## src/rtl/uart_tx_fifo.sv

```systemverilog
// Buffered 8N1 UART transmitter: a small FIFO accepts bytes over a
// valid/ready handshake and a serializer drains it onto uart_tx, LSB first.
// Consecutive queued bytes leave the line with no idle gap between frames.
module uart_tx_fifo #(
    parameter int clk_per_bit = 217,
    parameter int fifo_depth  = 8,
    parameter int data_width  = 8
) (
    input  logic                          clock,
    input  logic                          reset,
    input  logic [data_width-1:0]         tx_data,
    input  logic                          tx_valid,
    output logic                          tx_ready,
    output logic                          tx_busy,
    output logic [$clog2(fifo_depth):0]   fifo_count,
    output logic                          uart_tx
);

    localparam int PTR_W  = $clog2(fifo_depth);
    localparam int CNT_W  = PTR_W + 1;
    localparam int BAUD_W = $clog2(clk_per_bit);
    localparam int IDX_W  = $clog2(data_width);

    localparam logic [CNT_W-1:0]  DEPTH     = CNT_W'(fifo_depth);
    localparam logic [BAUD_W-1:0] BAUD_LAST = BAUD_W'(clk_per_bit - 1);
    localparam logic [IDX_W-1:0]  IDX_LAST  = IDX_W'(data_width - 1);

    typedef enum logic [1:0] {
        IDLE,
        START,
        DATA,
        STOP
    } state_t;

    state_t                state_reg;
    logic [data_width-1:0] mem [fifo_depth];
    logic [PTR_W-1:0]      wr_ptr_reg;
    logic [PTR_W-1:0]      rd_ptr_reg;
    logic [CNT_W-1:0]      count_reg;
    logic [BAUD_W-1:0]     baud_reg;
    logic [IDX_W-1:0]      idx_reg;
    logic [data_width-1:0] shift_reg;
    logic                  uart_tx_reg;

    logic push;
    logic pop;
    logic bit_done;
    logic have_data;

    assign have_data = (count_reg != '0);
    assign bit_done  = (baud_reg == BAUD_LAST);

    // Ready is gated by reset so nothing slips into the FIFO while held in reset;
    // a full FIFO refuses pushes even on a cycle that also pops.
    assign tx_ready = (count_reg < DEPTH) && reset;
    assign push     = tx_valid && tx_ready;

    // The head byte leaves the FIFO when an idle serializer sees data, or when
    // a stop bit finishes with more data waiting (back-to-back frames).
    always_comb begin
        pop = 1'b0;
        if (have_data) begin
            if (state_reg == IDLE) begin
                pop = 1'b1;
            end else if (state_reg == STOP && bit_done) begin
                pop = 1'b1;
            end
        end
    end

    assign tx_busy    = (state_reg != IDLE) || have_data;
    assign fifo_count = count_reg;
    assign uart_tx    = uart_tx_reg;

    // FIFO storage: write-only array, read through the registered shift load.
    always_ff @(posedge clock) begin
        if (push) begin
            mem[wr_ptr_reg] <= tx_data;
        end
    end

    // FIFO pointers and occupancy; pointers wrap naturally at the power-of-2 depth.
    always_ff @(posedge clock) begin
        if (!reset) begin
            wr_ptr_reg <= '0;
            rd_ptr_reg <= '0;
            count_reg  <= '0;
        end else begin
            if (push) begin
                wr_ptr_reg <= wr_ptr_reg + PTR_W'(1);
            end
            if (pop) begin
                rd_ptr_reg <= rd_ptr_reg + PTR_W'(1);
            end
            case ({push, pop})
                2'b10:   count_reg <= count_reg + CNT_W'(1);
                2'b01:   count_reg <= count_reg - CNT_W'(1);
                default: count_reg <= count_reg;
            endcase
        end
    end

    // Serializer FSM; uart_tx is loaded with the level of the state being entered
    // so the line changes on the same edge as the state.
    always_ff @(posedge clock) begin
        if (!reset) begin
            state_reg   <= IDLE;
            baud_reg    <= '0;
            idx_reg     <= '0;
            shift_reg   <= '0;
            uart_tx_reg <= 1'b1;
        end else begin
            case (state_reg)
                IDLE: begin
                    baud_reg    <= '0;
                    uart_tx_reg <= 1'b1;
                    if (pop) begin
                        shift_reg   <= mem[rd_ptr_reg];
                        state_reg   <= START;
                        uart_tx_reg <= 1'b0;
                    end
                end
                START: begin
                    if (bit_done) begin
                        baud_reg    <= '0;
                        idx_reg     <= '0;
                        state_reg   <= DATA;
                        uart_tx_reg <= shift_reg[0];
                    end else begin
                        baud_reg <= baud_reg + BAUD_W'(1);
                    end
                end
                DATA: begin
                    if (bit_done) begin
                        baud_reg <= '0;
                        if (idx_reg == IDX_LAST) begin
                            state_reg   <= STOP;
                            uart_tx_reg <= 1'b1;
                        end else begin
                            shift_reg   <= shift_reg >> 1;
                            uart_tx_reg <= shift_reg[1];
                            idx_reg     <= idx_reg + IDX_W'(1);
                        end
                    end else begin
                        baud_reg <= baud_reg + BAUD_W'(1);
                    end
                end
                STOP: begin
                    if (bit_done) begin
                        baud_reg <= '0;
                        if (pop) begin
                            shift_reg   <= mem[rd_ptr_reg];
                            state_reg   <= START;
                            uart_tx_reg <= 1'b0;
                        end else begin
                            state_reg   <= IDLE;
                            uart_tx_reg <= 1'b1;
                        end
                    end else begin
                        baud_reg <= baud_reg + BAUD_W'(1);
                    end
                end
                default: begin
                    state_reg   <= IDLE;
                    baud_reg    <= '0;
                    uart_tx_reg <= 1'b1;
                end
            endcase
        end
    end

endmodule

```

## config.mk

```make
export PLATFORM = sky130hd
export DESIGN_NAME = uart_tx_fifo
export DESIGN_NICKNAME = d
export VERILOG_FILES = /design/src/rtl/uart_tx_fifo.sv
export SDC_FILE = /design/constraint.sdc
export NUM_CORES = 1
export LEC_CHECK = 0
export BUFFER_PORTS_ARGS = -buffer_cell sky130_fd_sc_hd__buf_2
export CORE_MARGIN = 1
export CORE_UTILIZATION = 50
export CTS_BUF_LIST = sky130_fd_sc_hd__clkbuf_8
export DETAILED_ROUTE_END_ITERATION = 8
export PLACE_DENSITY_LB_ADDON = 0.1
export SYNTH_ARGS = -nofsm -noshare
export SYNTH_HDL_FRONTEND = slang
export SYNTH_SLANG_ARGS = --single-unit
export TNS_END_PERCENT = 20
```

## constraint.sdc

```tcl
create_clock -name clock -period 2.4 [get_ports clock]
set_input_delay 0.24 -clock clock [delete_from_list [all_inputs] [get_ports clock]]
set_output_delay 0.24 -clock clock [all_outputs]
set_load 0.02 [all_outputs]
```

* Word-level counts from Yosys, hierarchy flattened
Memories as Yosys holds them, arrays and structs flattened. A register that Yosys moved wholly into a read port is not among the register bits. Cells that the tools add are included. W data, S select, Z words.
Word-level totals: bits in registers 32, bits in latches 0, bits in writable memories 64, ROM bits 0, input port bits 11, logic and storage cells 76, memories 1
Memory list:
- mem | depth 8, width 8, read ports 1, clocked after memory_dff 1, wr ports 1, RTL line 36 | logic [data_width-1:0] mem [fifo_depth];
Cells by class: $add $sub $neg 6, multiply operators 0, div/mod/pow operators 0, magnitude comparators 1, equality and inequality tests 13, shifts and indexed selects 0, muxes and demuxes 32, bitwise logic cells 0, reductions and logical operators 15
Operators by type and width (number):
- $mux W8 | 5
- $pmux W8 S3 | 1
- $pmux W8 S2 | 1
- $mux W3 | 5
- $ne A2 B2 Y1 const B | 6
- $mux W1 | 11
- $mux W2 | 5
- $add A3 B1 Y3 const B | 3
- $add A8 B1 Y8 const B | 1
- $eq A8 B8 Y1 const B | 1
- $pmux W2 S4 | 1
- $pmux W4 S2 | 1
- $reduce_and A4 Y1 | 2
- $eq A2 B2 Y1 const B | 3
- $pmux W3 S2 | 1
- $reduce_bool A2 Y1 | 3
- $reduce_and A5 Y1 | 1
- $add A4 B1 Y4 const B | 1
- $eq A2 B1 Y1 const B | 2
- $lt A4 B4 Y1 const B | 1
- $pmux W1 S4 | 1
- $reduce_bool A4 Y1 | 1
- $sub A4 B1 Y4 const B | 1
- $eq A3 B3 Y1 const B | 1
- other kinds (6) | 8

* Longest topological paths before layout
Gate-level depths: netlist (run 1).
depth in word-level cells 8, depth in mapped cells 11, depth with buffers taken out 11

* Worst setup path after synthesis (run 1)
OpenSTA, ideal clock, no wires.
path type register to register, start reg count_reg[3] (netlist: fifo_count[3]), end reg count_reg[2] (netlist: fifo_count[2]), arrival 2.376 ns, setup slack -0.046 ns, cell stages (with the launch flop) 11, buffers on the path 0, cells stage by stage dfxtp_1 > nor2b_1 > and2_0 > inv_1 > ha_1 > xor2_1 > ha_1 > a21oi_1 > xor2_1 > or3_1 > a21oi_1
On the way: cells in the longest elaborated chain, start to end 5
Ends and longest elaborated chain:
- start, declared | RTL line 39 | logic [CNT_W-1:0] count_reg;
- start signal, assigned | RTL line 96 | 2'b10: count_reg <= count_reg + CNT_W'(1);
- start signal, assigned | RTL line 97 | 2'b01: count_reg <= count_reg - CNT_W'(1);
- start signal, assigned | RTL line 98 | default: count_reg <= count_reg;
- $lt A4 B4 Y1 (*) | RTL line 55 | assign tx_ready = (count_reg < DEPTH) && reset;
- $logic_and A1 B1 Y1 (*) | RTL line 55
- named net tx_ready | RTL line 13 | output logic tx_ready,
- $logic_and A1 B1 Y1 (*) | RTL line 56 | assign push = tx_valid && tx_ready;
- $eq A2 B1 Y1 / $eq A2 B2 Y1 (equally long branches) | RTL line 95 | case ({push, pop})
- $pmux W4 S2 / $reduce_bool A2 Y1 (equally long branches)
Mark *: on every way through the listed nets, which the timed path passes. The rest lies on a longest branch. A chain may end at the register's enable or synchronous reset.

* Worst setup path after layout (run 1)
start reg state_reg[1], end reg count_reg[2] (netlist: fifo_count[2])
On the way: cells in the longest elaborated chain, start to end 7
Ends and longest elaborated chain:
- start, declared | RTL line 35 | state_t state_reg;
- start signal, assigned | RTL line 107 | state_reg <= IDLE;
- start signal, assigned | RTL line 119 | state_reg <= START;
- start signal, assigned | RTL line 127 | state_reg <= DATA;
- $eq A2 B2 Y1 | RTL line 65 | end else if (state_reg == STOP && bit_done) begin
- $logic_and A1 B1 Y1 | RTL line 65
- $mux W1 | RTL line 65
- $mux W1 (*) | RTL line 63 | if (state_reg == IDLE) begin
- $mux W1 (*) | RTL line 62 | if (have_data) begin
- named net pop | RTL line 46 | logic pop;
- $eq A2 B1 Y1 / $eq A2 B2 Y1 (equally long branches) | RTL line 95
- $pmux W4 S2 / $reduce_bool A2 Y1 (equally long branches)
Marks and branches as above.

==> results of run 1 <==
worst max-delay path by stage:
stage,startpoint,endpoint,depth (start not counted)
after CTS,state_reg[1]$_SDFFE_PN0P_,fifo_count[2]$_SDFFE_PN0P_,11
after detailed placement,state_reg[1]$_SDFFE_PN0P_,fifo_count[2]$_SDFFE_PN0P_,11
after global placement,state_reg[1]$_SDFFE_PN0P_,fifo_count[2]$_SDFFE_PN0P_,11
after floorplan,fifo_count[3]$_SDFFE_PN0P_,fifo_count[2]$_SDFFE_PN0P_,9
final,state_reg[1]$_SDFFE_PN0P_,fifo_count[2]$_SDFFE_PN0P_,11
after global routing,fifo_count[3]$_SDFFE_PN0P_,fifo_count[2]$_SDFFE_PN0P_,10
per-stage QoR:
| step | total power, uW | hold slack, ns | std cells | cell area, um2 | setup slack (ns) |
|---|---|---|---|---|---|
| floorplan | 3591 | 0.3389 | 326 | 4235 | 0.02563 |
| global placement | 4134 | 0.4484 | 457 | 4571 | 0.1665 |
| detailed placement | 4167 | 0.4585 | 457 | 4571 | 0.08509 |
| CTS | 5183 | 0.1277 | 473 | 4758 | 0.07139 |
| global route | 5484 | 0.1215 | 473 | 4768 | 0.003042 |
| finish | 5158 | 0.1450 | 473 | 4768 | 0.1595 |
cells in the final DEF (no fill, tap or decap), drive strengths merged, types with 2 or more instances in the layout:
master	n
edfxtp	64
buf	38
mux2i	36
dfxtp	35
nor2	24
nand2	18
a22oi	17
inv	16
ha	14
nand3	14
a21oi	11
xor2	9
clkbuf	9
a311oi	7
and2	6
nor2b	6
nand2b	5
o21ai	5
xnor2	4
and3	4
nor3	3
or3	2
nand4b	2
nor4	2
area by class of cell:
| cell class | instances | area share (%) |
|---|---|---|
| multi-input cells | 205 | 32.04 |
| clock buffers | 9 | 2.598 |
| inverters | 10 | 0.7872 |
| repair buffers | 38 | 5.353 |
| well taps | 105 | 2.755 |
| flip-flops and latches | 99 | 55.13 |
| clock inverters | 7 | 1.338 |
routing by layer:
layer	GRT usage, %	wire length (um)	up-vias
li1	-	-	1288
met1	24.18	3548	1231
met2	32.18	3730	46
met3	4.854	259	5
met4	4.744	41	0
met5	0	0	-
kinds of logic after synthesis:
family	count (synthesis)	share of synthesized area, %
flip-flops	99	61.96
AND/OR/NAND/NOR	91	11.11
AO/OA/AOI/OAI	50	8.928
multiplexers	37	9.045
buffers and inverters	22	2.128
adder cells (fa/ha/maj)	14	4.138
XOR/XNOR	13	2.690
worst max-delay path: cells and delay by family (launching register included):
kind	cells	cell delay, ns
adder cells (fa/ha/maj)	3	0.61
AO/OA/AOI/OAI	3	0.49
AND/OR/NAND/NOR	2	0.40
flip-flops	1	0.38
XOR/XNOR	2	0.23
buffers and inverters	1	0.08
power breakdown:
| group | internal, uW | switching (uW) |
|---|---|---|
| Sequential | 1990 | 181 |
| Combinational | 914 | 1050 |
| Clock | 407 | 613 |
repair_timing:
action	CTS	global route
hold buffers	0	0
setup endpoints to repair	0	2
resized for setup	0	5
==> impl_results.md, run 1 <==
* Starting DRT DRC Count at 136
* Largest net degree at the start of global routing at 22
* Slew at the pin closest to its max-slew limit at 0.7932 ns
* Relative slew slack at 46.93%
* Top post-synthesis cells by count: 64 x edfxtp_1, 36 x mux2i_1, 35 x dfxtp_1
* Sequential cell area at 2629 um2
* Area delta synth->final at 12.65%
* Final Skew at 0.01188 ns
* Synth Area per Inst at 12.98 um2
* DR pass1 iterations at 4
* Chip height at 94.01 um
* Top_reg_cell synth: edfxtp_1
* Global placer's final weighted congestion at 0.8081
* Fmax at 446.3 MHz
* N_diodes at 0
* TNS Setup at 0 ns
* Final WL at 7.579 mm
* Sequential fraction of the synthesis area at 61.96%
* Number of antenna violations at the first check in global routing at 0
* Yosys cell types at 45
* Multi-input logic area at 1528 um2
* Clock transition at path regs at 0.10 ns
* Critical Path AT at 2.54 ns
* Vias at 2,570
* Largest area contributor in the netlist: edfxtp_1
* Max reg flops at 64
* CTS tree: done
* Final Max Tran Viols at 0
* CTS sink cnt at 99
* Max incr delay on CP at 0.38 ns
* # setup viols final at 0
* Post-Syn Area at 4233 um2
* Share of cells above drive strength 1 at 18.21%
* Detail Placement HPWL at 5.132 mm
* Reg2reg path depth at 11
* Deepest clock path buffer count at 2
* Crit-path slowest cell: dfxtp_2
* Outcome: complete, no violations
* Hold Vio Cnt, Final at 0
* WS Path Type: reg -> reg
* FILL cells at 646
* FF-to-FF setup slack at 0.16 ns
* Worst path most repeated cell: ha_1
* Most common cell in the synthesized netlist: edfxtp_1
* Crit. End Element: flip-flop
* Worst Hold Path EP: mem[6][1]$_DFFE_PP_
* Reg2reg start: state_reg[1]$_SDFFE_PN0P_
* Core Area at 8217 um2
* Remaining Overflow, GRT at 0
* Hold Path Origin: tx_data[1]
* Max Cap Viol at 0
* H-tree depth at 3
* Async S/R FF share, synth at 0%
* CTS root buf: clkbuf_8
* First-pass GRT wire length at 12.29 mm
* # IOs at 18
* Post-Syn Instances at 326
* RSZ-0062 raised after global routing: false
* Die Area at 8838 um2
* Total Routing Usage GR at 18.97%
* Worst hold path stage count at 1
* WP data required at 2.70 ns
* Die W at 94.01 um
* Synth Net Count at 351
* ANT nets after route at 0
* Nets at 388
* Hold/Removal Path Class: in -> reg
* Cts bufs inserted at 9
* Vias/cell at 5.433
* Post-CTS Setup Bufs at 0
* Clock Latency Late Sink at 0.36 ns
* Core Util, Final at 58.03%
* Final Cycle Share at 93.36%
* Crit Path Max Fanout at 5
* Crit Reg-Reg Endpoint: fifo_count[2]$_SDFFE_PN0P_
* Post-route DRC at 0
* Std cell rows at 33
* Port Buf Inserts at 17
* Synth top area share at 45.40%
* Worst-path cell chain: inv_1, ha_1, a41oi_2, nor2_1, ha_1, xor2_1, ha_1, a21oi_1, xor2_1, or3_1, a21oi_1
* Leakage at 0.001719 uW
* Post-synth EDFFs at 64
* VDD IR max at 0.5773 mV
* Critical path startpoint category: flip-flop
* Yosys reg bits at 99
* Ys Warns at 0
* Wire per inst at 16.02 um
* Largest cells by area after synthesis: edfxtp_1 45%, dfxtp_1 17%, mux2i_1 8.5%
* Pwr/cell area at 1082 nW/um2
* Final worst path period need at 2.241 ns
* Vias in the first global route at 2,498
* Initial Util at 51.52%
No activity file was read; power rests on OpenSTA's default activity.
==> inputs of run 2 (changes only) <==
--- a/config.mk
+++ b/config.mk
@@ -12,2 +12,3 @@
 export DETAILED_ROUTE_END_ITERATION = 8
+export GPL_TIMING_DRIVEN = 0
 export PLACE_DENSITY_LB_ADDON = 0.1
==> constraint.sdc (replaced) <==
create_clock -name clock -period 2.4 [get_ports clock]
set_input_delay 0.36 -clock clock [delete_from_list [all_inputs] [get_ports clock]]
set_output_delay 0.36 -clock clock [all_outputs]
set_load 0.02 [all_outputs]
==> impl_results.md, run 2 (synthesized netlist as in run 1, its figures left out) <==
* Outcome: complete, no violations
* First-pass GRT wire length at 12.61 mm (+2.6%)
* Die W at 94.01 um (unchanged)
* Core Util, Final at 57.91% (-0.12 points)
* H-tree depth at 3 (unchanged)
* Chip height at 94.01 um (unchanged)
* # setup viols final at 0 (unchanged)
* WP data required at 2.70 ns (about the same)
* Setup ws final at 0.05209 ns (-0.1074 ns)
* CTS tree: done
* Vias in the first global route at 2,408 (-3.6%)
* Final Cycle Share at 97.83% (+4.5 points)
* Cell Area, Placed at 4462 um2 (-2.4%)
* Die Area at 8838 um2 (unchanged)
* Final WL at 7.981 mm (+5.3%)
* Hold Vio Cnt, Final at 0 (unchanged)
* Number of antenna violations at the first check in global routing at 0 (unchanged)
* Vias at 2,524 (-1.8%)
* N_diodes at 0 (unchanged)
* Cts bufs inserted at 9 (unchanged)
* DP Cell Count at 448 (-2.0%)
* Core Area at 8217 um2 (unchanged)
* Slew at the pin closest to its max-slew limit at 0.9040 ns (+0.1108 ns)
* RSZ-0062 raised after global routing: true
* Comb pwr share at 39.9% (+1.9 points)
* Switch Pwr at 1908 uW (+3.6%)
* Fin cells at 470 (-0.63%)
* Register share of total power at 40.9% (-1.3 points)
* ANT nets after route at 0 (unchanged)
* Critical path startpoint category: flip-flop
* Global placer's final weighted congestion at 0.7652 (-5.3%)
* Clock transition at path regs at 0.10 ns (about the same)
* Met2 Wirelength at 3.948 mm (+5.8%)
* Max Cap Viol at 0 (unchanged)
* Most common cell after layout, fill and taps aside: edfxtp_1
* Critical Path AT at 2.64 ns (+0.10 ns)
* Crit Path Max Fanout at 5 (unchanged)
* Top sig layer: met4
* Clk pwr share at 19.1% (-0.7 points)
* Remaining Overflow, GRT at 0 (unchanged)
* Wl on met1 at 3.694 mm (+4.1%)
* Fin area at 4758 um2 (-0.21%)
* VDD IR max at 0.4369 mV (-24%)
* Initial Util at 51.52% (unchanged)
* Nets at 385 (-0.77%)
* Vias/cell at 5.370 (-1.2%)
* Leakage at 0.001667 uW (-3.0%)
* Clock Latency Late Sink at 0.37 ns (about the same)
* DR WL met3 at 223 um (-14%)
* Wire per inst at 16.98 um (+6.0%)
* Port Buf Inserts at 17 (unchanged)
* Final worst path period need at 2.348 ns (+0.1074 ns)
* Largest net degree at the start of global routing at 19 (-14%)
* CTS sink cnt at 99 (unchanged)
* Relative slew slack at 39.51% (-7.4 points)
* # hold bufs at CTS at 0 (unchanged)
* Commonest non-fill, non-tap cells in the layout: 64 x edfxtp_1, 36 x mux2i_1, 28 x dfxtp_1, 23 x nor2_1, 20 x buf_2
* Share of cells above drive strength 1 at 18.90% (+0.70 points)
* Final Skew at 0.01173 ns (-0.0001490 ns)
* Pwr/cell area at 1098 nW/um2 (+1.5%)
* Std cell rows at 33 (unchanged)
* Net Sw Frac at 36.51% (+0.81 points)
* Crit. End Element: flip-flop
* WS Path Type: reg -> reg
* Post-route DRC at 0 (unchanged)
* Area delta synth->final at 12.41%
* Total Routing Usage GR at 19.79% (+0.82 points)
* Fmax at 425.9 MHz (-4.6%)
* Deepest clock path buffer count at 2 (unchanged)
* DR pass1 iterations at 4 (unchanged)
* Pint at 3318 uW (about the same)
* Hold/Removal Path Class: in -> reg
* Max reg flops at 64 (unchanged)
* # IOs at 18 (unchanged)
* Starting DRT DRC Count at 119 (-13%)
* Detail Placement HPWL at 5.174 mm (+0.82%)
* Pre-CTS WS at -0.2966 ns (-0.3817 ns)
* Final Max Tran Viols at 0 (unchanged)
* CTS root buf: clkbuf_8
## run 2: per-layer routing
| metal | global-route usage (%) | vias up |
|---|---|---|
| met3 | 3.074 | 11 |
| li1 | - | 1280 |
| met1 | 25.31 | 1198 |
| met5 | 0 | - |
| met4 | 7.692 | 0 |
| met2 | 33.70 | 35 |
## run 2: final timing paths
| kind | start | end | slack [ns] | cells past startpoint |
|---|---|---|---|---|
| worst max-delay path | baud_reg[5]$_SDFF_PP0_ | fifo_count[2]$_SDFFE_PN0P_ | 0.05 | 10 |
| worst max register to register | baud_reg[5]$_SDFF_PP0_ | fifo_count[2]$_SDFFE_PN0P_ | 0.05 | 10 |
| worst min-delay path | tx_data[4] | mem[1][4]$_DFFE_PP_ | 0.25 | 1 |
| worst min register to register | baud_reg[0]$_SDFF_PP0_ | baud_reg[0]$_SDFF_PP0_ | 0.46 | 1 |
## run 2: area by class of cell
| class | instances | area (um2) |
|---|---|---|
| plain buffers | 12 | 52.55 |
| clock buffers | 9 | 123.9 |
| fillers | 691 | 3458 |
| repair buffers | 23 | 130.1 |
| flip-flops and latches | 99 | 2634 |
| inverters | 10 | 37.54 |
| well taps | 105 | 131.4 |
| clock inverters | 7 | 57.56 |
| multi-input cells | 205 | 1592 |
## run 2: critical path, cell delays in order, from the launching register on
cell	delay, ns
dfxtp_2	0.35
and4b_2	0.35
a41oi_4	0.16
nor2_4	0.21
ha_4	0.19
xor2_1	0.17
ha_2	0.20
a21oi_2	0.04
xor2_1	0.16
or3_1	0.32
a21oi_2	0.12
## run 2: power groups by stage
stage	registers [uW]	clock network, uW	logic [uW]
2_1_floorplan	2170	0	1420
3_5_place_dp	2160	0	1880
5_1_grt	2160	1090	2290
3_3_place_gp	2160	0	1860
6_report	2140	1000	2090
4_1_cts	2140	1010	1960
## run 2: through the flow
step	TNS [ns]	total power (uW)	hold WS (ns)
6_report	0	5226	0.2478
5_1_grt	-0.08190	5545	0.2424
4_1_cts	0	5113	0.2421
3_5_place_dp	-0.3574	4043	0.4511
3_3_place_gp	-6.502	4014	0.4484
2_1_floorplan	0	3591	0.4348
## run 2: repair_timing
item / in CTS / in global routing
buffers inserted: 1 / 5
resized for setup: 10 / 12
endpoints found under the setup margin: 2 / 1
pin swaps: 0 / 5
==> inputs of run 3 (changes only) <==
- CORE_ASPECT_RATIO: unset -> 0.5
- HOLD_SLACK_MARGIN: unset -> 0.02
==> impl_results.md, run 3 (synthesized netlist as in run 1, its figures left out) <==
* Outcome: complete, no violations
* Port Buf Inserts at 17 (unchanged)
* Total Routing Usage GR at 20.83% (+1.0 points)
* Detail Placement HPWL at 5.291 mm (+2.3%)
* Fin cells at 476 (+1.3%)
* Remaining Overflow, GRT at 0 (unchanged)
* M1 GR Usage at 26.72% (+1.4 points)
* Hold Path Origin: tx_data[3]
* Pwr/cell area at 1119 nW/um2 (+1.9%)
* Deepest clock path buffer count at 2 (unchanged)
* Chip height at 67.06 um (-29%)
* Fmax at 438.5 MHz (+2.9%)
* Most common cell after layout, fill and taps aside: edfxtp_1
* Final Cycle Share at 95.03% (-2.8 points)
* FILL cells at 663 (-4.1%)
* Leakage at 0.001677 uW (+0.62%)
* CTS tree: done
* Cell Area, Placed at 4471 um2 (+0.20%)
* FF-to-FF setup slack at 0.12 ns (+0.07 ns)
* Commonest non-fill, non-tap cells in the layout: 64 x edfxtp_1, 36 x mux2i_1, 30 x dfxtp_1, 23 x nor2_1, 20 x buf_2
* Std cell rows at 23 (-30%)
* Core Area at 8115 um2 (-1.2%)
* Relative slew slack at 38.18% (-1.3 points)
* N_diodes at 0 (unchanged)
* Crit Reg-Reg Endpoint: fifo_count[2]$_SDFFE_PN0P_
* # IOs at 18 (unchanged)
* Worst hold path stage count at 1 (unchanged)
* Crit. End Element: flip-flop
* # setup viols final at 0 (unchanged)
* Clock transition at path regs at 0.10 ns (about the same)
* Crit Path Max Fanout at 5 (unchanged)
* Max Cap Viol at 0 (unchanged)
* Final worst path period need at 2.281 ns (-0.06726 ns)
* Worst-path cell chain: and2b_2, a41oi_4, nor2_4, ha_2, xor2_1, ha_1, a21oi_1, xor2_1, or3_1, a21oi_1
* Slew at the pin closest to its max-slew limit at 0.9239 ns (+0.01988 ns)
* Initial Util at 52.16% (+0.64 points)
* H-tree depth at 3 (unchanged)
* Clock Latency Late Sink at 0.37 ns (about the same)
* Critical Path AT at 2.58 ns (-0.06 ns)
* Area delta synth->final at 12.62%
* Hold Vio Cnt, Final at 0 (unchanged)
* Reg2reg path depth at 10 (unchanged)
* M3 GR Usage at 7.078% (+4.0 points)
* Wire per inst at 17.41 um (+2.6%)
* Vias/cell at 5.567 (+3.7%)
* Post-route DRC at 0 (unchanged)
* Nets at 384 (-0.26%)
* Crit-path slowest cell: dfxtp_2
* Global placer's final weighted congestion at 0.8456 (+11%)
* GR Util met2 at 33.00% (-0.70 points)
* Largest net degree at the start of global routing at 19 (unchanged)
* Final Max Tran Viols at 0 (unchanged)
* Final WL at 8.289 mm (+3.9%)
* Starting DRT DRC Count at 153 (+29%)
* Hold/Removal Path Class: in -> reg
* First-pass GRT wire length at 13.19 mm (+4.6%)
* DP Cell Count at 455 (+1.6%)
* TNS Setup at 0 ns (unchanged)
* Setup crit start: baud_reg[2]$_SDFF_PP0_
* Reg2reg start: baud_reg[2]$_SDFF_PP0_
* Gr busiest metal: met2
* Vias at 2,650 (+5.0%)
* Cts bufs inserted at 9 (unchanged)
* VDD IR max at 0.4779 mV (+9.4%)
* Die W at 132.1 um (+41%)
* WP data required at 2.70 ns (about the same)
* # hold bufs at CTS at 0 (unchanged)
* Critical path startpoint category: flip-flop
* Fin area at 4767 um2 (+0.18%)
* Die Area at 8860 um2 (+0.25%)
* Max incr delay on CP at 0.37 ns (+0.02 ns)
* Vias in the first global route at 2,557 (+6.2%)
* Max reg flops at 64 (unchanged)
* Number of antenna violations at the first check in global routing at 0 (unchanged)
* CTS root buf: clkbuf_8
* ANT nets after route at 0 (unchanged)
* Core Util, Final at 58.74% (+0.83 points)
* Final Skew at 0.009130 ns (-0.002601 ns)
* CTS sink cnt at 99 (unchanged)
* RSZ-0062 raised after global routing: true
* Share of cells above drive strength 1 at 17.86% (-1.0 points)
* WS Path Type: reg -> reg
* DR pass1 iterations at 4 (unchanged)
* End of the critical path: fifo_count[2]$_SDFFE_PN0P_
## run 3: changes by cell type in the layout (fill, tap and decap cells not counted), moves of 2 or more
cell / before / now
dfxtp_2: 6 / 4
a21oi_2: 2 / 0
dfxtp_1: 28 / 30
a21oi_1: 9 / 11
## run 3: timing repair
action	CTS	global route
gates resized for setup	7	11
endpoints found under the setup margin	3	3
buffers inserted	1	4
pin swaps	0	2
## run 3: worst min path at each step
stage	slack [ns]	endpoint
6_report	0.25	mem[5][3]$_DFFE_PP_
5_1_grt	0.24	mem[0][6]$_DFFE_PP_
4_1_cts	0.22	mem[5][3]$_DFFE_PP_
3_5_place_dp	0.46	shift_reg[7]$_SDFFE_PN0P_
3_3_place_gp	0.45	shift_reg[7]$_SDFFE_PN0P_
2_1_floorplan	0.43	shift_reg[7]$_SDFFE_PN0P_
## run 3: worst max-delay path: cells and delay by family, from the launching register on
family	cells	cell delay, ns
AND/OR/NAND/NOR	3	0.66
AO/OA/AOI/OAI	3	0.55
adder cells (fa/ha/maj)	2	0.39
flip-flops	1	0.37
XOR/XNOR	2	0.24
## run 3: through the flow
step	worst slack, ns	power (uW)	hold WS (ns)
2_1_floorplan	0.02563	3591	0.4348
3_3_place_gp	-0.2521	3997	0.4488
3_5_place_dp	-0.2845	4060	0.4581
4_1_cts	0.02383	5247	0.2228
5_1_grt	-0.01312	5644	0.2370
6_report	0.1193	5335	0.2460
## run 3: metal layers
layer / share of wire (%) / wire, um
met1: 48 / 3980
met2: 46 / 3782
met3: 5.2 / 429
met4: 1.1 / 95
met5: 0 / 0
## run 3: cell type report
class                           count  area [um2]  share of cell area (%)
Timing Repair Buffer               22       122.6                   2.572
Tap cell                          112       140.1                   2.940
Clock inverter                      7       82.58                   1.732
Sequential cell                    99        2631                   55.20
Buffer                             12       52.55                   1.102
Clock buffer                        9       123.9                   2.598
Inverter                           10       37.54                  0.7874
Multi-Input combinational cell    205        1577                   33.07
## run 3: power breakdown
part	leakage, uW	total, uW	internal (uW)	switching [uW]
sequential	0.000866	2150	1990	155
clock	0.000104	1100	499	599
combinational	0.000707	2090	906	1180
